$ cat src/rtl/ram_access_initiator.sv
// ram_access_initiator
//   CPU-side master for a byte-addressed, little-endian data RAM with a
//   combinational read port and a level-sensitive write strobe. Accepts one
//   load/store at a time, sequences the RAM strobes so read and write are
//   never high together, does read-modify-write for byte/halfword stores and
//   returns sign/zero-extended load data (LB/LBU/LH/LHU/LW, SB/SH/SW).
//
//   Optional feature: define RAM_ACCESS_RANGE_CHECK_EN to flag any access whose
//   highest byte address is >= RAM_BYTES as an error with no RAM access.
//
// Ports
//   clk, rst_n        clock, asynchronous active-low reset
//   req_valid/ready   request handshake (ready only in IDLE)
//   req_write         1=store, 0=load
//   req_size          0=byte, 1=half, 2=word, 3=reserved (error)
//   req_signed        sign-extend load result
//   req_addr          byte address
//   req_wdata         right-aligned store data
//   resp_valid        one-cycle completion pulse
//   resp_rdata        extended load data (0 for stores/errors)
//   resp_err          misaligned / reserved size / out of range
//   ram_addr          RAM address
//   ram_wdata         RAM write data
//   ram_data_read     RAM read strobe
//   ram_data_write    RAM write strobe
//   ram_rdata         RAM read data
module ram_access_initiator #(
  parameter int unsigned RAM_BYTES = 1001
) (
  input  logic        clk,
  input  logic        rst_n,
  input  logic        req_valid,
  output logic        req_ready,
  input  logic        req_write,
  input  logic [1:0]  req_size,
  input  logic        req_signed,
  input  logic [31:0] req_addr,
  input  logic [31:0] req_wdata,
  output logic        resp_valid,
  output logic [31:0] resp_rdata,
  output logic        resp_err,
  output logic [31:0] ram_addr,
  output logic [31:0] ram_wdata,
  output logic        ram_data_read,
  output logic        ram_data_write,
  input  logic [31:0] ram_rdata
);

`ifdef RAM_ACCESS_RANGE_CHECK_EN
  localparam bit RANGE_CHECK = 1'b1;
`else
  localparam bit RANGE_CHECK = 1'b0;
`endif
  localparam logic [32:0] LAST_BYTE = 33'(RAM_BYTES) - 33'd1;

  typedef enum logic [1:0] {IDLE, READ, WRITE, RESP} state_t;

  state_t      state, state_nxt;
  logic        capture;
  logic        ready_nxt, resp_valid_nxt, resp_err_nxt, rd_nxt, wr_nxt;
  logic [31:0] resp_rdata_nxt, ram_addr_nxt, ram_wdata_nxt;

  // Request fields held for the duration of the access
  logic        write_p0, signed_p0;
  logic [1:0]  size_p0, lane_p0;
  logic [31:0] wdata_p0;

  // Misalignment, reserved size and (optionally) out-of-range detection.
  // The highest byte is computed 33 bits wide so addresses near 2^32 cannot wrap.
  function automatic logic req_bad(input logic [1:0] size, input logic [31:0] addr);
    logic [32:0] hi;
    logic        bad;
    case (size)
      2'd0:    begin bad = 1'b0;      hi = {1'b0, addr};          end
      2'd1:    begin bad = addr[0];   hi = {1'b0, addr} + 33'd1;  end
      2'd2:    begin bad = |addr[1:0]; hi = {1'b0, addr} + 33'd3; end
      default: begin bad = 1'b1;      hi = {1'b0, addr};          end
    endcase
    return bad | (RANGE_CHECK & (hi > LAST_BYTE));
  endfunction

  // Select the addressed lane and extend it to 32 bits
  function automatic logic [31:0] load_extend(input logic [31:0] word, input logic [1:0] lane,
                                              input logic [1:0] size, input logic sgn);
    logic signed [7:0]  b;
    logic signed [15:0] h;
    logic signed [31:0] ext;
    b = word[{lane, 3'b000} +: 8];
    h = lane[1] ? word[31:16] : word[15:0];
    ext = word;
    if (size == 2'd0) begin
      if (sgn) ext = 32'(b);
      else     ext = {24'd0, b};
    end else if (size == 2'd1) begin
      if (sgn) ext = 32'(h);
      else     ext = {16'd0, h};
    end
    return ext;
  endfunction

  // Replace the addressed byte/half lane of the read word with the store data
  function automatic logic [31:0] store_merge(input logic [31:0] word, input logic [1:0] lane,
                                              input logic [1:0] size, input logic [31:0] wdata);
    logic [31:0] r;
    r = word;
    if (size == 2'd0)      r[{lane, 3'b000} +: 8] = wdata[7:0];
    else if (size == 2'd1) begin
      if (lane[1]) r[31:16] = wdata[15:0];
      else         r[15:0]  = wdata[15:0];
    end else       r = wdata;
    return r;
  endfunction

  // Next-state and next-output logic; every output is registered below
  always_comb begin
    state_nxt      = state;
    capture        = 1'b0;
    ready_nxt      = 1'b0;
    resp_valid_nxt = 1'b0;
    resp_err_nxt   = 1'b0;
    resp_rdata_nxt = 32'd0;
    ram_addr_nxt   = ram_addr;
    ram_wdata_nxt  = ram_wdata;
    rd_nxt         = 1'b0;
    wr_nxt         = 1'b0;
    case (state)
      IDLE: begin
        ready_nxt = 1'b1;
        if (req_valid && req_ready) begin
          capture   = 1'b1;
          ready_nxt = 1'b0;
          if (req_bad(req_size, req_addr)) begin
            state_nxt      = RESP;
            resp_valid_nxt = 1'b1;
            resp_err_nxt   = 1'b1;
          end else if (req_write && req_size == 2'd2) begin
            state_nxt     = WRITE;
            ram_addr_nxt  = req_addr;
            ram_wdata_nxt = req_wdata;
            wr_nxt        = 1'b1;
          end else begin
            state_nxt    = READ;
            ram_addr_nxt = {req_addr[31:2], 2'b00};
            rd_nxt       = 1'b1;
          end
        end
      end
      READ: begin
        if (write_p0) begin
          state_nxt     = WRITE;
          ram_wdata_nxt = store_merge(ram_rdata, lane_p0, size_p0, wdata_p0);
          wr_nxt        = 1'b1;
        end else begin
          state_nxt      = RESP;
          resp_valid_nxt = 1'b1;
          resp_rdata_nxt = load_extend(ram_rdata, lane_p0, size_p0, signed_p0);
        end
      end
      WRITE: begin
        state_nxt      = RESP;
        resp_valid_nxt = 1'b1;
      end
      default: begin
        state_nxt = IDLE;
        ready_nxt = 1'b1;
      end
    endcase
  end

  // Stage p0: request capture at the handshake edge
  always_ff @(posedge clk) begin
    if (capture) begin
      write_p0  <= req_write;
      signed_p0 <= req_signed;
      size_p0   <= req_size;
      lane_p0   <= req_addr[1:0];
      wdata_p0  <= req_wdata;
    end
  end

  // State and registered outputs
  always_ff @(posedge clk or negedge rst_n) begin
    if (!rst_n) begin
      state          <= IDLE;
      req_ready      <= 1'b1;
      resp_valid     <= 1'b0;
      resp_err       <= 1'b0;
      resp_rdata     <= 32'd0;
      ram_addr       <= 32'd0;
      ram_wdata      <= 32'd0;
      ram_data_read  <= 1'b0;
      ram_data_write <= 1'b0;
    end else begin
      state          <= state_nxt;
      req_ready      <= ready_nxt;
      resp_valid     <= resp_valid_nxt;
      resp_err       <= resp_err_nxt;
      resp_rdata     <= resp_rdata_nxt;
      ram_addr       <= ram_addr_nxt;
      ram_wdata      <= ram_wdata_nxt;
      ram_data_read  <= rd_nxt;
      ram_data_write <= wr_nxt;
    end
  end

endmodule

$ cat config.mk
export PLATFORM = sky130hd
export DESIGN_NAME = ram_access_initiator
export DESIGN_NICKNAME = d
export VERILOG_FILES = /design/src/rtl/ram_access_initiator.sv
export SDC_FILE = /design/constraint.sdc
export NUM_CORES = 1
export LEC_CHECK = 0
export CORE_MARGIN = 2
export CORE_UTILIZATION = 51
export CTS_CLUSTER_DIAMETER = 40
export CTS_CLUSTER_SIZE = 24
export DETAILED_ROUTE_END_ITERATION = 10
export PLACE_DENSITY = 0.84
export SLEW_MARGIN = 10
export SYNTH_ARGS = -nofsm -noshare
export SYNTH_HDL_FRONTEND = slang
export SYNTH_SLANG_ARGS = --single-unit
$ cat constraint.sdc
create_clock -name clk -period 5.9 [get_ports clk]
set_input_delay 1.18 -clock clk [delete_from_list [all_inputs] [get_ports clk]]
set_output_delay 1.18 -clock clk [all_outputs]
set_load 0.01 [all_outputs]
Word level (Yosys, flattened, before mapping):

Index checks and enable logic that the tools add are counted.

* add/sub/neg operators: 1
* equal/unequal tests: 9
* shift operators: 3
* mux-type cells: 44
* bitwise gates (word level): 1
* reductions and logical operators: 10

Operator list (number)
* $mux 32: 12
* $pmux 32 s2: 1
* $mux 16: 3
* $bwmux 32: 1
* $shift 8x7->32 const A: 1
* $shiftx 32x6->8: 1
* $shiftx 8x7->32: 1
* $mux 1: 18
* $mux 2: 4
* $ne 2x2->1 const B: 4
* $neg 5->7: 1
* $eq 2x1->1 const B: 3
* $logic_not 2->1: 3
* $pmux 1 s3: 2
* $pmux 2 s3: 1
* $reduce_and 5->1: 1
* $eq 2x2->1 const B: 2
* $pmux 1 s2: 2
* $reduce_or 2->1: 2
* $reduce_and 3->1: 1
* $logic_and 1x1->1: 2
* $reduce_bool 2->1: 1
* $not 1->1: 1

* flip-flop bits (word level): 141
* bits of input ports: 103
* output and inout port bits: 101
* logic and storage cells: 82

Longest topological paths before layout:

* word-level depth: 7
* mapped depth: 10
* mapped depth without buffers: 6

Worst setup path before layout:

No wires, ideal clock.

* path type: input-to-reg
* from: input req_valid
* to: register ram_addr[10]
* arrival time: 4.088 ns
* path slack: 1.688 ns
* stages on the path: 5
* buffers on the path: 1
* cell sequence: nand2_1 -> nor2_1 -> o21ai_1 -> buf_2 -> mux2_2

* longest elaborated chain between the ends: 2

RTL lines
* from (decl): RTL line 32 `input logic req_valid,`
* $logic_and 1x1->1: RTL line 129 `if (req_valid && req_ready) begin`
* $reduce_and 3->1 (no line)
* to (signal assigned): RTL line 199 `ram_addr <= ram_addr_nxt;`
* to (decl): RTL line 42 `output logic [31:0] ram_addr,`

Every way passes these cells.
A chain may end at the register's enable or synchronous reset.

Worst setup path after layout:

* from: register lane_p0[0]
* to: register ram_wdata[4]

* longest elaborated chain between the ends: 6
* elaborated cells between the ends (all ways): 7
* those cells by class: add/sub (1); shift (2); mux (4)

RTL lines
* from (decl): RTL line 65 `logic [1:0] size_p0, lane_p0;`
* from (signal assigned): RTL line 176 `lane_p0 <= req_addr[1:0];`
* $neg 5->7 *: RTL line 106 `if (size == 2'd0) r[{lane, 3'b000} +: 8] = wdata[7:0];`
* $shiftx 8x7->32 / $shift 8x7->32 (equally long branches): RTL line 106
* $bwmux 32 *: RTL line 106
* $mux 32 *: RTL line 106
* $mux 32 *: RTL line 149 `if (write_p0) begin`
* $pmux 32 s2 *: RTL line 126 `case (state)`
* to (signal assigned): RTL line 200 `ram_wdata <= ram_wdata_nxt;`
* to (decl): RTL line 43 `output logic [31:0] ram_wdata,`

Every way passes the cells marked *; elsewhere a longest branch is shown, timed or not. The select of a mux whose other input is x is not followed.

==> results_dict.tcl <==
set metrics [dict create \
    power.ir.vdd_worst_mv 0.3598 \
    post-route-util 0.7216 \
    h_tree_levels 4 \
    grt_pass1_wl_mm 32.02 \
    synth_compound_area_frac 0.1955 \
    detailroute.via_count 6170 \
    tritoncts "built" \
    placement.io_buffers 203 \
    route.detailed.drc 0 \
    synth.top_cell.area_share 0.3728 \
    rsz_0062_raised_after_global_routing "no" \
    clk_pin_slew_ns 0.06 \
    worstMarginPinSlew_ns 1.212 \
    grt_max_degree 59 \
    post_synth_xor_xnor_area 0 \
    yosysWarnings 0 \
    final.setup.tns_ns 0 \
    rr_worst_depth 6 \
    critical_path.cell_chain "inv_1, ha_1, nor4bb_1, a221oi_1, a211o_1, a31oi_1" \
    worstSetupStartpoint "lane_p0[0]" \
    detail_route.iter0.violations 753 \
    share_of_synthesized_area_spent_on_multiplexers 0.09211 \
    synthTopCellsByArea "dfrtp_1 37%, edfxtp_1 17%, mux2_2 6.3%" \
    critPathKind "register to register" \
    worstHoldPathCells 1 \
    final.setup_skew_ns 0.008208 \
    ys_seq_area_frac 0.5433 \
    cts_root_buf "clkbuf_16" \
    status "finished clean" \
    path_depth 6 \
    placed_area_sq_um 8949 \
    period_needed_ns 3.346 \
    io_pins 204 \
    detail_route.wl_per_cell_um 20.69 \
    cts_inserted_buffers 17 \
    synth_cell_types 51 \
    postSynth.topFlopCell "dfrtp_1" \
    synth_top_family_by_area "compound AO/OA/AOI/OAI gates" \
    number_of_failing_hold_endpoints_at_the_final_stage 0 \
    r2r_start "lane_p0[0]" \
    placementRows 42 \
    number_of_flip_flops_and_latches_in_the_synthesized_netlist 141 \
    pwr_density_cell_nw_per_um2 435.1 \
    synth_simple_gate_area_frac 0.1118 \
    initial_utilization 0.5191 \
    grt_overflow_total 0 \
    synth-async-reset-ratio 0.7305 \
    cts_hold_repair.buffers 0 \
    hold_path.startpoint "ram_addr[1]" \
    fmax_mhz 298.9 \
    final_nets 916 \
    worstSkewPairLatency_ns 0.43 \
    timing.critical_path.max_delay_family "simple AND/OR/NAND/NOR gates" \
    timing.critical_path.slowest_stage_cell "nor4bb_1" \
    die_x_um 119.9 \
    die_height_um 119.9 \
    drt_first_pass_iters 6 \
    cts_num_sinks 141 \
    cp_num_buf_inv 1 \
    grt_pass1_vias 5983 \
    synth.cell_area_sq_um 6847 \
    post_cts_buffers 0 \
    min_to "ram_addr[1]" \
    stdcell_area_sq_um 9518 \
    ant_nets 0 \
    routabilityCongestion 0.9544 \
    cts_max_path_buffers 2 \
    worstPathRequired_ns 6.24 \
    finalPower_uw 4141 \
    dieArea_sq_um 14370 \
    maxCapViolCount 0 \
    critPathArrivalTime_ns 3.69 \
    class_of_the_most_critical_hold_timing_path "register to register" \
    setup_viol_count_final 0 \
    max-slew-margin-rel 0.1809 \
    area_growth_pct 39.02 \
    startpoint_type "register" \
    worstPathMaxFanout 20 \
    place.detailed.hpwl_mm 14.61 \
    syn_inst 624 \
    slowest_delay_ns 1.02 \
    routed_wirelength_mm 20.55 \
    worstReg2RegEnd "ram_wdata[4]" \
    syn_avg_cell_area_sq_um 10.97 \
    synthAdderAreaFrac 0.01645 \
    detail_route.vias_per_cell 6.213 \
    drive_above_1_share 0.1175 \
    pins_over_slew_limit 0 \
    setup_ws_ns 2.554 \
    globalRouteTotalUtil 0.2926 \
    cp-end-kind "register" \
    synth_top_area_cell "dfrtp_1" \
    pre_cts_slack_ns 2.249 \
    cts.repair.resized 0 \
    synth_enable_flop_cells 38 \
    net_count_after_synthesis 736 \
    final.period_utilization 0.5671 \
    core_sq_um 13190 \
    leakagePower_uw 0.003776 \
    worst_reg2reg_setup_slack_ns 2.55 \
    num_antenna_cells 0 \
    fill_cell_count 883 \
    number_of_antenna_violations_at_the_first_check_in_global_routing 0 \
]
area by class of cell:
type,instances,area [sq um],share of cell area
Clock buffer,21,480.5,0.05048
Multi-Input combinational cell,417,2859,0.3004
Inverter,16,60.06,0.006310
Tap cell,176,220.2,0.02314
Timing Repair Buffer,211,2090,0.2195
Sequential cell,141,3720,0.3908
Clock inverter,11,88.84,0.009334
cell usage after synthesis, types with 6 or more instances:
cell	number
o31ai_1	12
o21ai_0	31
clkbuf_1	33
nand3_1	14
buf_2	13
nor3_1	22
edfxtp_1	38
a211o_1	13
dfrtp_1	102
mux4_2	9
nand2_1	67
o211ai_1	6
nor2_1	47
ha_1	9
a21oi_1	22
mux2_2	38
a221oi_1	26
o22ai_1	20
inv_1	15
a311oi_1	8
a31oi_1	24
cell usage in the layout (no fill, tap or decap), types with 4 or more instances in the layout:
| cell type | instances |
|---|---|
| clkbuf_8 | 4 |
| nand3_1 | 14 |
| dfrtp_1 | 102 |
| a221oi_1 | 26 |
| inv_1 | 15 |
| nor2_1 | 46 |
| o31ai_1 | 12 |
| a311oi_1 | 8 |
| buf_4 | 9 |
| o21ai_0 | 31 |
| o221ai_1 | 4 |
| nor3_1 | 22 |
| nand2b_1 | 4 |
| clkbuf_16 | 17 |
| a21oi_1 | 22 |
| o211ai_1 | 6 |
| ha_1 | 9 |
| a31oi_1 | 24 |
| nand4_1 | 4 |
| clkinv_2 | 5 |
| mux4_2 | 9 |
| a22oi_1 | 5 |
| mux2_2 | 38 |
| o22ai_1 | 20 |
| nand2_1 | 67 |
| a211o_1 | 13 |
| clkdlybuf4s50_1 | 202 |
| edfxtp_1 | 38 |
worst max path at each step:
stage,end
after detailed placement,ram_wdata[17]
final,ram_wdata[4]
after CTS,ram_wdata[4]
after floorplan,ram_addr[10]
after global routing,ram_wdata[4]
after global placement,ram_addr[28]
per-stage QoR:
step / hold WS (ns) / instances
floorplan: 0.4895 / 624
global placement: 0.4686 / 961
detailed placement: 0.4778 / 961
CTS: 0.4986 / 993
global route: 0.5157 / 993
finish: 0.4933 / 993
state kept, by name, indices dropped and copies added, names as in the netlist:
name / flops
ram_data_read: 1
ram_addr: 32
ram_wdata: 32
wdata_p0: 32
state: 2
signed_p0: 1
size_p0: 2
lane_p0: 2
req_ready: 1
resp_rdata: 32
ram_data_write: 1
resp_valid: 1
write_p0: 1
resp_err: 1
layer usage:
layer,GRT usage,vias up,routed length (um)
li1,-,2727,-
met1,0.3792,2922,8050
met2,0.4429,454,9226
met3,0.1027,67,2455
met4,0.1368,0,818
met5,0,-,0
kinds of logic after synthesis:
group,after synthesis
flops,141
buf+inv,66
mux,47
compound gates,190
simple gates,171
fa+ha+maj,9
report_power, final:
group | switching [uW] | total (uW) | leakage, uW | internal [uW]
logic | 798 | 1620 | 0.00185 | 825
clock network | 401 | 1020 | 0.000283 | 619
registers | 180 | 1500 | 0.00165 | 1320
total | 1380 | 4140 | 0.00378 | 2760
Power figures use the tool's default switching activity.
